**src/rtl/regbank_mp_if.sv**
```systemverilog
// Bus bundle for regbank_mp: write port, reserve port, clear request, and two read ports.
// Latency: none; this file only groups signals.
// Backpressure: none on the bus itself; the bank reports busy and drops requests while it sweeps.
// Ports (master = bank user, slave = bank):
//   master drives wen/wsel/in, rsel_a/rsel_b, rsv/rsv_sel, clr
//   slave drives out_a/out_b, pend_a/pend_b, busy, done
interface regbank_mp_if #(
  parameter int WIDTH = 16,
  parameter int AW    = 3
);
  logic             wen;
  logic [AW-1:0]    wsel;
  logic [WIDTH-1:0] in;
  logic [AW-1:0]    rsel_a;
  logic [AW-1:0]    rsel_b;
  logic [WIDTH-1:0] out_a;
  logic [WIDTH-1:0] out_b;
  logic             pend_a;
  logic             pend_b;
  logic             rsv;
  logic [AW-1:0]    rsv_sel;
  logic             clr;
  logic             busy;
  logic             done;

  modport master (
    output wen, wsel, in, rsel_a, rsel_b, rsv, rsv_sel, clr,
    input  out_a, out_b, pend_a, pend_b, busy, done
  );

  modport slave (
    input  wen, wsel, in, rsel_a, rsel_b, rsv, rsv_sel, clr,
    output out_a, out_b, pend_a, pend_b, busy, done
  );
endinterface

```
**src/rtl/regbank_mp.sv**
```systemverilog
// Multi-port register bank with per-register pending bits and a sequenced clear sweep.
// Latency: writes/reserves land on the next edge; reads are combinational; a sweep takes 2**AW cycles.
// Backpressure: while busy, wen/rsv/clr are dropped (not queued); reads stay live.
// Ports: clk, reset (synchronous, active-high), bus (regbank_mp_if.slave).
// Optional feature: define REGBANK_MP_BYPASS_EN for same-cycle write-to-read forwarding.
module regbank_mp #(
  parameter int WIDTH = 16,
  parameter int AW    = 3
) (
  input  logic         clk,
  input  logic         reset,
  regbank_mp_if.slave  bus
);
  localparam int DEPTH = 2 ** AW;

  typedef enum logic [0:0] {
    IDLE  = 1'b0,
    SWEEP = 1'b1
  } state_t;

  state_t           state_q, state_d;
  logic [AW-1:0]    cnt_q, cnt_d;
  logic [WIDTH-1:0] regs_q [DEPTH];
  logic [DEPTH-1:0] pend_q;
  logic             busy;
  logic             done;
  logic             wr_ok;
  logic             rsv_ok;

  always_ff @(posedge clk) begin
    if (reset) begin
      state_q <= IDLE;
      cnt_q   <= '0;
    end else begin
      state_q <= state_d;
      cnt_q   <= cnt_d;
    end
  end

  // busy/done decode only from state flops, so no input reaches them combinationally.
  always_comb begin
    state_d = state_q;
    cnt_d   = cnt_q;
    busy    = 1'b0;
    done    = 1'b0;
    case (state_q)
      IDLE: begin
        if (bus.clr) begin
          state_d = SWEEP;
          cnt_d   = '0;
        end
      end
      SWEEP: begin
        busy  = 1'b1;
        cnt_d = cnt_q + 1'b1;
        // Terminal compare rather than counter wrap keeps DEPTH=2 correct.
        if (cnt_q == {AW{1'b1}}) begin
          done    = 1'b1;
          state_d = IDLE;
        end
      end
      default: state_d = IDLE;
    endcase
  end

  assign wr_ok  = bus.wen && !busy;
  assign rsv_ok = bus.rsv && !busy;

  always_ff @(posedge clk) begin
    if (reset) begin
      for (int i = 0; i < DEPTH; i++) begin
        regs_q[i] <= '0;
      end
      pend_q <= '0;
    end else begin
      if (busy) begin
        regs_q[cnt_q] <= '0;
        pend_q[cnt_q] <= 1'b0;
      end
      if (wr_ok) begin
        regs_q[bus.wsel] <= bus.in;
        pend_q[bus.wsel] <= 1'b0;
      end
      // Ordered after the write so a same-address reserve leaves the bit set.
      if (rsv_ok) begin
        pend_q[bus.rsv_sel] <= 1'b1;
      end
    end
  end

  assign bus.busy = busy;
  assign bus.done = done;

`ifdef REGBANK_MP_BYPASS_EN
  logic fwd_a, fwd_b, rsv_hit;

  assign fwd_a   = wr_ok && (bus.wsel == bus.rsel_a);
  assign fwd_b   = wr_ok && (bus.wsel == bus.rsel_b);
  // A same-cycle reserve on the written address means the pending bit will not
  // clear, so the forwarded flag falls back to the stored value.
  assign rsv_hit = bus.rsv && (bus.rsv_sel == bus.wsel);

  assign bus.out_a  = fwd_a ? bus.in : regs_q[bus.rsel_a];
  assign bus.out_b  = fwd_b ? bus.in : regs_q[bus.rsel_b];
  assign bus.pend_a = (fwd_a && !rsv_hit) ? 1'b0 : pend_q[bus.rsel_a];
  assign bus.pend_b = (fwd_b && !rsv_hit) ? 1'b0 : pend_q[bus.rsel_b];
`else
  assign bus.out_a  = regs_q[bus.rsel_a];
  assign bus.out_b  = regs_q[bus.rsel_b];
  assign bus.pend_a = pend_q[bus.rsel_a];
  assign bus.pend_b = pend_q[bus.rsel_b];
`endif
endmodule

```
**src/flat_wrapper.sv**
```systemverilog
// flat-port wrapper written by rule: the top's interface ports become plain ports
module regbank_mp_flat 
#(
  parameter int WIDTH = 16,
  parameter int AW    = 3
)
  (clk, reset, bus_wen, bus_wsel, bus_in, bus_rsel_a, bus_rsel_b, bus_rsv, bus_rsv_sel, bus_clr, bus_out_a, bus_out_b, bus_pend_a, bus_pend_b, bus_busy, bus_done);
  regbank_mp_if #(.WIDTH(WIDTH), .AW(AW)) bus_i ();
  input  logic clk;
  input  logic reset;
  input wire logic [$bits(bus_i.wen)-1:0] bus_wen;
  input wire logic [$bits(bus_i.wsel)-1:0] bus_wsel;
  input wire logic [$bits(bus_i.in)-1:0] bus_in;
  input wire logic [$bits(bus_i.rsel_a)-1:0] bus_rsel_a;
  input wire logic [$bits(bus_i.rsel_b)-1:0] bus_rsel_b;
  input wire logic [$bits(bus_i.rsv)-1:0] bus_rsv;
  input wire logic [$bits(bus_i.rsv_sel)-1:0] bus_rsv_sel;
  input wire logic [$bits(bus_i.clr)-1:0] bus_clr;
  output wire logic [$bits(bus_i.out_a)-1:0] bus_out_a;
  output wire logic [$bits(bus_i.out_b)-1:0] bus_out_b;
  output wire logic [$bits(bus_i.pend_a)-1:0] bus_pend_a;
  output wire logic [$bits(bus_i.pend_b)-1:0] bus_pend_b;
  output wire logic [$bits(bus_i.busy)-1:0] bus_busy;
  output wire logic [$bits(bus_i.done)-1:0] bus_done;
  assign bus_i.wen = bus_wen;
  assign bus_i.wsel = bus_wsel;
  assign bus_i.in = bus_in;
  assign bus_i.rsel_a = bus_rsel_a;
  assign bus_i.rsel_b = bus_rsel_b;
  assign bus_i.rsv = bus_rsv;
  assign bus_i.rsv_sel = bus_rsv_sel;
  assign bus_i.clr = bus_clr;
  assign bus_out_a = bus_i.out_a;
  assign bus_out_b = bus_i.out_b;
  assign bus_pend_a = bus_i.pend_a;
  assign bus_pend_b = bus_i.pend_b;
  assign bus_busy = bus_i.busy;
  assign bus_done = bus_i.done;
  regbank_mp #(.WIDTH(WIDTH), .AW(AW)) u_core (.clk(clk), .reset(reset), .bus(bus_i));
endmodule
```
**config.mk**
```make
export PLATFORM = sky130hd
export DESIGN_NAME = regbank_mp_flat
export DESIGN_NICKNAME = d
export VERILOG_FILES = /design/src/rtl/regbank_mp_if.sv /design/src/rtl/regbank_mp.sv /design/src/flat_wrapper.sv
export SDC_FILE = /design/constraint.sdc
export NUM_CORES = 1
export LEC_CHECK = 0
export ABC_AREA = 1
export BUFFER_PORTS_ARGS = -buffer_cell sky130_fd_sc_hd__buf_4
export CORE_MARGIN = 2
export CORE_UTILIZATION = 35
export CTS_CLUSTER_SIZE = 8
export DETAILED_ROUTE_END_ITERATION = 12
export GPL_ROUTABILITY_DRIVEN = 1
export SLEW_MARGIN = 20
export SYNTH_ARGS = -nofsm -noshare
export SYNTH_HDL_FRONTEND = slang
export SYNTH_SLANG_ARGS = --single-unit
```
**constraint.sdc**
```tcl
create_clock -name clk -period 2.6 [get_ports clk]
set_input_delay 0.26 -clock clk [delete_from_list [all_inputs] [get_ports clk]]
set_output_delay 0.26 -clock clk [all_outputs]
set_load 0.005 [all_outputs]
```
==> metrics.log, run 1 <==
[metrics] setup repair bufs after CTS: 0
[metrics] simple-gate area share of the yosys netlist: 0.220
[metrics] Synthesis Warnings: 0
[metrics] Global Route Usage Sum: 0.206
[metrics] number of sinks driven by the clock tree: 140
[metrics] clock tree from TritonCTS: done
[metrics] NetSw: approximately 1.6 mW
[metrics] number of global-route vias before repair: roughly 6500
[metrics] Total Die Area: roughly 0.024 sq mm
[metrics] first-pass GRT wire length: about 37 mm
[metrics] longest individual stage delay on the worst path: 580 ps
[metrics] worst hold start: reset
[metrics] Total Wirelength: approximately 24 mm
[metrics] synthesized netlist cell count: roughly 950
[metrics] f_max: between 400 and 500 MHz
[metrics] total congestion overflow after global routing: 0
[metrics] most frequent cell on the critical path: sky130_fd_sc_hd__nand2_1
[metrics] startpoint of the worst register-to-register path: u_core.state_q
[metrics] fraction of layout instances using a drive strength above 1: 0.155
[metrics] worst clock skew: 6.33 ps
[metrics] die height: roughly 150 um
[metrics] clock power share: 0.432
[metrics] Worst EP arrival: roughly 2300 ps
[metrics] critical setup path kind: register to register
[metrics] post-synthesis compound-gate area fraction: 0.188
[metrics] reg-to-reg slack, setup: 470 ps
[metrics] Post-Synth Adder-Cell Area: 0.00317
[metrics] synthesized cell area: between 0.007 and 0.008 sq mm
[metrics] CP Cell Sequence: clkinv_2 > nand4_1 > nand2_1 > nor2_4 > nand2_4 > nand2_1 > buf_4
[metrics] post-detailed-route wirelength per cell: between 15 and 20 um
[metrics] initial DRC count: between 800 and 900
[metrics] H-Tree Depth: 4
[metrics] sequential area share after synthesis: 0.517
[metrics] fin crit share: 0.818
[metrics] worst voltage drop across the vdd grid: 0.486 mV
[metrics] ANT cells: 0
[metrics] dominant combinational cell family by area after synthesis: simple AND/OR/NAND/NOR gates
[metrics] cell internal power dissipation: 4.42 mW
[metrics] number of buffers on the longest clock path: 2
[metrics] Post-Synthesis Net Count: roughly 980
[metrics] width of the die: between 150 and 200 um
[metrics] number of ports placed on the die boundary: 69
[metrics] CP Launch Type: register
[metrics] Overall Power: 5.97 mW
[metrics] Non-Filler Cell Area, Final: 0.00922 sq mm
[metrics] DR vias: 6931
[metrics] endpoints failing setup: 0
[metrics] insertion delay to the later sink of the worst-skew pair: 430 ps
[metrics] number of remaining DRC errors: 0
[metrics] number of max-cap violations: 0
[metrics] number of vias per cell after detailed routing: between 5 and 6
[metrics] Inserted Clock Buffers: 17
[metrics] initial standard-cell utilization of the core: 0.360
[metrics] count of distinct cell types in the synthesized netlist: 29
[metrics] placed cell area: 0.00859 sq mm
[metrics] Final HPWL DP: 17.2 mm
[metrics] number of iterations in the first detailed-routing pass: 5
[metrics] combinational share of power: 0.128
[metrics] cell with the biggest individual delay on the critical path: sky130_fd_sc_hd__dfxtp_1
[metrics] GP Congestion: about 0.85
[metrics] register share of total power: 0.440
[metrics] pin count of the biggest net entering global routing: 52
[metrics] most common cell after layout, fill and taps aside: sky130_fd_sc_hd__o21ai_0
[metrics] xor and xnor fraction of the mapped netlist area: 0
[metrics] synthesized area per cell: 8.32 sq um
[metrics] area added between synthesis and finish: 16.7%
[metrics] Std-Cell Core Area: 0.0220 sq mm
[metrics] pins over their slew limit: 0
[metrics] buffers added on ports: 68
[metrics] crit path buf inv count: 2
[metrics] result of the run: finished clean
[metrics] CTS hold repair buffers: 0
[metrics] synthesis-stage register bit count: 140
[metrics] static leakage power: 3.56 nW
[metrics] Hold Crit Depth: 2
[metrics] setup repair after global routing missed its margin: false
[metrics] worst-path maximum fanout: 17
[metrics] largest delay contributor family on the critical path: simple AND/OR/NAND/NOR gates
[metrics] worst reg2reg path depth: 7
[metrics] launching element of the worst setup path: u_core.state_q
[metrics] Final Hold Viols: 0
[metrics] headroom to the max-slew limit: 0.593
[metrics] path type of the worst min-delay path: primary input to register
[metrics] number of nets with antenna violations after detailed routing: 0
[metrics] Fin Setup TNS: 0 ps
[metrics] Net count, final: 1033
[metrics] Resized Gates After CTS: 0
[metrics] post-CTS clock slew at the launch and capture registers of the worst setup and hold paths: around 60 ps
[metrics] minimum clock period after layout: 2130 ps
[metrics] end of the worst hold path: u_core.cnt_q[2]
[metrics] transition time at the pin with the least slew margin: 606 ps
[metrics] number of cell rows: 54
[metrics] crit path capture type: register
[metrics] Reg-to-Reg End: u_core.regs_q[3][9]
[metrics] power density over cell area: 648 mW/mm^2
[metrics] clk root buf: sky130_fd_sc_hd__clkbuf_16
[metrics] leading cell types in the layout, fill and taps excluded: sky130_fd_sc_hd__o21ai_0 (194), sky130_fd_sc_hd__nor2_1 (188), sky130_fd_sc_hd__nand2_1 (149)
[metrics] CP required: approximately 2700 ps
[metrics] portion of netlist area occupied by mux cells: 0
[metrics] proportion of total power due to net switching: 0.260
[metrics] initial antenna violation count: 0
[synth_stat cells]
master	n	area, sq um
sky130_fd_sc_hd__inv_1	53	199
sky130_fd_sc_hd__nand2_4	9	101
sky130_fd_sc_hd__clkbuf_1	30	113
sky130_fd_sc_hd__nor2_2	2	12.5
sky130_fd_sc_hd__nor3_1	1	5.00
sky130_fd_sc_hd__buf_1	10	37.5
sky130_fd_sc_hd__nand3_2	2	20.0
sky130_fd_sc_hd__nand2_1	149	559
sky130_fd_sc_hd__buf_2	9	45.0
sky130_fd_sc_hd__a21boi_0	2	15.0
sky130_fd_sc_hd__buf_12	1	20.0
sky130_fd_sc_hd__nand3_4	1	17.5
sky130_fd_sc_hd__buf_4	1	7.51
sky130_fd_sc_hd__ha_1	2	25.0
sky130_fd_sc_hd__buf_6	10	113
sky130_fd_sc_hd__nand2_2	4	25.0
sky130_fd_sc_hd__o21a_1	1	7.51
sky130_fd_sc_hd__o21ai_0	194	971
sky130_fd_sc_hd__clkinv_2	1	5.00
sky130_fd_sc_hd__a21oi_1	88	440
sky130_fd_sc_hd__inv_2	2	7.51
sky130_fd_sc_hd__clkinv_1	4	15.0
sky130_fd_sc_hd__nor2_1	188	706
sky130_fd_sc_hd__nor2_4	16	180
sky130_fd_sc_hd__dfxtp_1	12	240
sky130_fd_sc_hd__nand3_1	4	20.0
sky130_fd_sc_hd__nand4_1	15	93.8
sky130_fd_sc_hd__edfxtp_1	128	3840
sky130_fd_sc_hd__o21ai_1	10	50.1
[through the flow]
stage	utilization	instances	hold WS (ps)	worst slack, ps
2_1_floorplan	-	949	329	651
3_5_place_dp	0.391	1259	540	385
3_3_place_gp	0.391	1259	536	432
4_1_cts	0.420	1291	89.4	488
6_report	0.420	1291	97.5	472
5_1_grt	0.420	1291	103	318
[cell families after synthesis]
group | Yosys count
simple gates | 391
fa+ha+maj | 2
flops | 140
buf+inv | 121
compound gates | 295
[power by group through the flow]
stage	clock network (mW)	logic (mW)	registers, mW
3_3_place_gp	0	0.753	2.67
6_report	2.58	0.764	2.62
2_1_floorplan	0	0.455	2.63
3_5_place_dp	0	0.759	2.67
5_1_grt	2.68	0.842	2.63
4_1_cts	2.58	0.762	2.62
[metal layers]
metal	global-route usage	vias up	part of all wire
met5	0	-	0
met4	0.0801	0	0.029
met3	0.0342	48	0.077
met2	0.340	305	0.47
met1	0.273	3267	0.42
li1	-	3311	-
[how the worst max path moves through the flow]
| stage | to | slack, ps | depth (start not counted) |
|---|---|---|---|
| after floorplan | u_core.regs_q[2][0] | 650 | 9 |
| after global placement | u_core.regs_q[3][7] | 430 | 9 |
| after detailed placement | u_core.regs_q[3][14] | 390 | 9 |
| after CTS | u_core.regs_q[3][9] | 490 | 7 |
| after global routing | u_core.regs_q[3][13] | 320 | 7 |
| final | u_core.regs_q[3][9] | 470 | 7 |
[cell type report]
cell class              instances  area (sq um)
well taps                     280           350
flip-flops and latches        140          4080
repair buffers                 91           683
clock buffers                  17           425
clock inverters                15           198
multi-input cells             688          3250
fillers                      2189         12700
inverters                      60           226
[flip-flops by register name, summed over array words and instances (netlist names)]
| name | count |
|---|---|
| u_core.state_q | 1 |
| u_core.pend_q | 8 |
| u_core.regs_q | 128 |
| u_core.cnt_q | 3 |
Power figures use the tool's default switching activity.
==> inputs of run 2 (changes only) <==
- ABC_AREA: 1 -> 0
- clock period: 2.6 -> 2.2 ns (I/O delays scaled with it)
==> metrics.log, run 2 <==
[metrics] die height: 152 um (was 154 um)
[metrics] synthesis-stage register bit count: 140 (unchanged)
[metrics] number of remaining DRC errors: 0 (unchanged)
[metrics] number of max-cap violations: 0 (unchanged)
[metrics] sequential area share after synthesis: 0.536 (was 0.517)
[metrics] Total Wirelength: 19.7 mm (was 24.4 mm)
[metrics] area added between synthesis and finish: 21.6% (was 16.7%)
[metrics] fraction of post-synthesis cell area in the top cell type by area: 0.505 (was 0.487)
[metrics] result of the run: finished clean (unchanged)
[metrics] insertion delay to the later sink of the worst-skew pair: 420 ps (was 430 ps)
[metrics] number of flip-flops under the largest register name: 128 (unchanged)
[metrics] CP Launch Type: register (unchanged)
[metrics] fin crit share: 0.927 (was 0.818)
[metrics] Std-Cell Core Area: 0.0212 sq mm (was 0.0220 sq mm)
[metrics] Post-Synthesis Net Count: 529 (was 984)
[metrics] number of cell rows: 53 (was 54)
[metrics] Resized Gates After CTS: 0 (unchanged)
[metrics] f_max: 490 MHz (was 470 MHz)
[metrics] number of iterations in the first detailed-routing pass: 5 (unchanged)
[metrics] worst voltage drop across the vdd grid: 0.455 mV (was 0.486 mV)
[metrics] Global Route Usage Sum: 0.183 (was 0.206)
[metrics] GP Congestion: 0.788 (was 0.847)
[metrics] placed cell area: 0.00867 sq mm (was 0.00859 sq mm)
[metrics] Non-Filler Cell Area, Final: 0.00927 sq mm (was 0.00922 sq mm)
[metrics] post-CTS clock slew at the launch and capture registers of the worst setup and hold paths: 60 ps (about the same)
[metrics] initial antenna violation count: 0 (unchanged)
[metrics] footprint of the multi-input gates: 0.00340 sq mm (was 0.00325 sq mm)
[metrics] Net count, final: 605 (was 1033)
[metrics] post-detailed-route wirelength per cell: 22.9 um (was 18.9 um)
[metrics] Synthesis Warnings: 0 (unchanged)
[metrics] number of global-route vias before repair: 5106 (was 6493)
[metrics] number of instances in the placed design: 826 (was 1259)
[metrics] buffers added on ports: 68 (unchanged)
[metrics] pins over their slew limit: 0 (unchanged)
[metrics] setup repair bufs after CTS: 0 (unchanged)
[metrics] headroom to the max-slew limit: 0.546 (was 0.593)
[metrics] Post-synth EDFFs: 128 (unchanged)
[metrics] synthesized cell area: 0.00762 sq mm (was 0.00790 sq mm)
[metrics] worst hold start: bus_rsv_sel[0] (was reset)
[metrics] number of nets with antenna violations after detailed routing: 0 (unchanged)
[metrics] total congestion overflow after global routing: 0 (unchanged)
[metrics] Final HPWL DP: 12.2 mm (was 17.2 mm)
[metrics] power density over cell area: 734 mW/mm^2 (was 648 mW/mm^2)
[metrics] initial standard-cell utilization of the core: 0.359 (was 0.360)
[metrics] synthesized netlist cell count: 494 (was 949)
[metrics] share of the core filled with cells in the final layout: 0.437 (was 0.420)
[metrics] number of sinks driven by the clock tree: 140 (unchanged)
[metrics] DR vias: 4702 (was 6931)
[metrics] register containing the most flip-flops in the final layout: u_core.regs_q (unchanged)
[metrics] most common cell after layout, fill and taps aside: sky130_fd_sc_hd__and2_1 (was sky130_fd_sc_hd__o21ai_0)
[metrics] fin cells: 858 (was 1291)
[metrics] register area: 0.00408 sq mm (unchanged)
[metrics] Worst EP arrival: 2160 ps (was 2250 ps)
[metrics] biggest area consumer among synthesized cells: sky130_fd_sc_hd__edfxtp_1 (unchanged)
[metrics] fillers: 1895 (was 2189)
[metrics] Fin Setup TNS: 0 ps (unchanged)
[metrics] number of vias per cell after detailed routing: 5.48 (was 5.37)
[metrics] pin count of the biggest net entering global routing: 35 (was 52)
[metrics] width of the die: 152 um (was 154 um)
[metrics] initial DRC count: 345 (was 822)
[metrics] first-pass GRT wire length: 30.3 mm (was 37.1 mm)
[metrics] Hold Crit Depth: 3 (was 2)
[metrics] Total Die Area: 0.0230 sq mm (was 0.0238 sq mm)
[metrics] crit path capture type: register (unchanged)
[metrics] minimum clock period after layout: 2040 ps (was 2130 ps)
[metrics] ANT cells: 0 (unchanged)
[metrics] leading register cell type out of synthesis: sky130_fd_sc_hd__edfxtp_1 (unchanged)
[metrics] startpoint of the worst register-to-register path: u_core.state_q (unchanged)
[metrics] most repeated cell in the gate-level netlist after synthesis: sky130_fd_sc_hd__and2_1 (was sky130_fd_sc_hd__o21ai_0)
[metrics] endpoints failing setup: 0 (unchanged)
[metrics] count of distinct cell types in the synthesized netlist: 33 (was 29)
[metrics] CTS hold repair buffers: 0 (unchanged)
[metrics] H-Tree Depth: 4 (unchanged)
[metrics] fraction of layout instances using a drive strength above 1: 0.403 (was 0.155)
[metrics] worst reg2reg path depth: 5 (was 7)
[metrics] leading cell types in the layout, fill and taps excluded: sky130_fd_sc_hd__and2_1 (131), sky130_fd_sc_hd__edfxtp_1 (128), sky130_fd_sc_hd__buf_4 (78) (was sky130_fd_sc_hd__o21ai_0 (194), sky130_fd_sc_hd__nor2_1 (188), sky130_fd_sc_hd__nand2_1 (149))
[metrics] Post-synth top cells: sky130_fd_sc_hd__and2_1 (131), sky130_fd_sc_hd__edfxtp_1 (128), sky130_fd_sc_hd__mux4_2 (68) (was sky130_fd_sc_hd__o21ai_0 (194), sky130_fd_sc_hd__nor2_1 (188), sky130_fd_sc_hd__nand2_1 (149))
[metrics] static leakage power: 3.42 nW (was 3.56 nW)
[metrics] registers with the most flip-flops: u_core.regs_q x128, u_core.pend_q x8, u_core.cnt_q x3 (unchanged)
[metrics] end of the worst hold path: u_core.pend_q[3] (was u_core.cnt_q[2])
[metrics] Reg-to-Reg End: u_core.regs_q[3][7] (was u_core.regs_q[3][9])
[metrics] biggest area contributors in the synthesized netlist: sky130_fd_sc_hd__edfxtp_1 (50%), sky130_fd_sc_hd__mux4_2 (20%), sky130_fd_sc_hd__and2_1 (11%) (was sky130_fd_sc_hd__edfxtp_1 (49%), sky130_fd_sc_hd__o21ai_0 (12%), sky130_fd_sc_hd__nor2_1 (8.9%))
[metrics] clk root buf: sky130_fd_sc_hd__clkbuf_16 (unchanged)
[metrics] transition time at the pin with the least slew margin: 678 ps (was 606 ps)
[metrics] Async SR Flop Fraction: 0 (unchanged)
[metrics] path type of the worst min-delay path: primary input to register (unchanged)
[metrics] number of ports placed on the die boundary: 69 (unchanged)
[metrics] critical setup path kind: register to register (unchanged)
[metrics] synthesized area per cell: 15.4 sq um (was 8.32 sq um)
[metrics] clock tree from TritonCTS: done (unchanged)
[metrics] reg-to-reg slack, setup: 160 ps (was 470 ps)
[metrics] CP required: 2320 ps (was 2720 ps)
[metrics] Final Hold Viols: 0 (unchanged)
[metrics] worst-path maximum fanout: 10 (was 17)
[metrics] worst clock skew: 6.96 ps (was 6.33 ps)
[metrics] number of buffers on the longest clock path: 2 (unchanged)
[metrics] setup repair after global routing missed its margin: false (unchanged)
[metrics] Inserted Clock Buffers: 17 (unchanged)
## run 2: cell types whose count changed after synthesis, moves of 13 or more
cell / before / now
sky130_fd_sc_hd__o21ai_0: 194 / 0
sky130_fd_sc_hd__nor2_1: 188 / 6
sky130_fd_sc_hd__nand2_1: 149 / 12
sky130_fd_sc_hd__and2_1: 0 / 131
sky130_fd_sc_hd__a21oi_1: 88 / 13
sky130_fd_sc_hd__mux4_2: 0 / 68
sky130_fd_sc_hd__inv_1: 53 / 1
sky130_fd_sc_hd__mux2_2: 0 / 34
sky130_fd_sc_hd__nor2_4: 16 / 0
sky130_fd_sc_hd__nand4_1: 15 / 0
sky130_fd_sc_hd__clkbuf_1: 30 / 17
## run 2: logic make-up after synthesis
| kind of cell | count (synthesis) | synth area share |
|---|---|---|
| muxes | 106 | 0.257 |
| AOI/OAI and AO/OA | 33 | 0.0401 |
| and+or+nand+nor | 177 | 0.144 |
| DFF | 140 | 0.536 |
| adders and majority gates | 2 | 0.00328 |
| buffers and inverters | 36 | 0.0200 |
## run 2: cell type report
class / count / share of cell area
well taps: 275 / 0.0371
clock inverters: 13 / 0.0162
flip-flops and latches: 140 / 0.441
repair buffers: 91 / 0.0913
multi-input cells: 318 / 0.367
clock buffers: 19 / 0.0467
inverters: 2 / 0.000810
## run 2: per-stage QoR
stage	setup WS, ps	hold slack [ps]	power, mW
6_report	161	108	6.80
5_1_grt	27.9	95.3	7.03
3_3_place_gp	231	481	3.99
2_1_floorplan	24.8	372	3.60
4_1_cts	153	82.5	6.86
3_5_place_dp	197	489	4.01
## run 2: how the worst max path moves through the flow
stage | slack [ps] | end | startpoint
6_report | 160 | u_core.regs_q[3][7] | u_core.state_q
2_1_floorplan | 20 | u_core.regs_q[1][0] | u_core.state_q
3_5_place_dp | 200 | u_core.regs_q[4][14] | u_core.state_q
3_3_place_gp | 230 | u_core.regs_q[4][8] | u_core.state_q
5_1_grt | 30 | u_core.regs_q[3][7] | u_core.state_q
4_1_cts | 150 | u_core.regs_q[3][6] | u_core.state_q
## run 2: worst max-delay path, cell delays in order (launching register included)
cell and delay (ps):
sky130_fd_sc_hd__dfxtp_1 380, sky130_fd_sc_hd__buf_4 200, sky130_fd_sc_hd__nand3b_1 320, sky130_fd_sc_hd__a21oi_1 380
sky130_fd_sc_hd__a21o_1 220, sky130_fd_sc_hd__buf_4 220
## run 2: where the power goes
| part | leakage (nW) | total, mW | switching, mW | internal, mW |
|---|---|---|---|---|
| clock network | 0.282 | 2.85 | 1.09 | 1.77 |
| logic | 1.71 | 0.857 | 0.403 | 0.454 |
| registers | 1.43 | 3.09 | 0.0628 | 3.03 |
| total | 3.42 | 6.80 | 1.55 | 5.25 |
## run 2: layer usage
layer  part of all wire  GRT usage
met1               0.40      0.225
met2               0.52      0.318
met3              0.052     0.0362
met4              0.025     0.0764
met5                  0          0
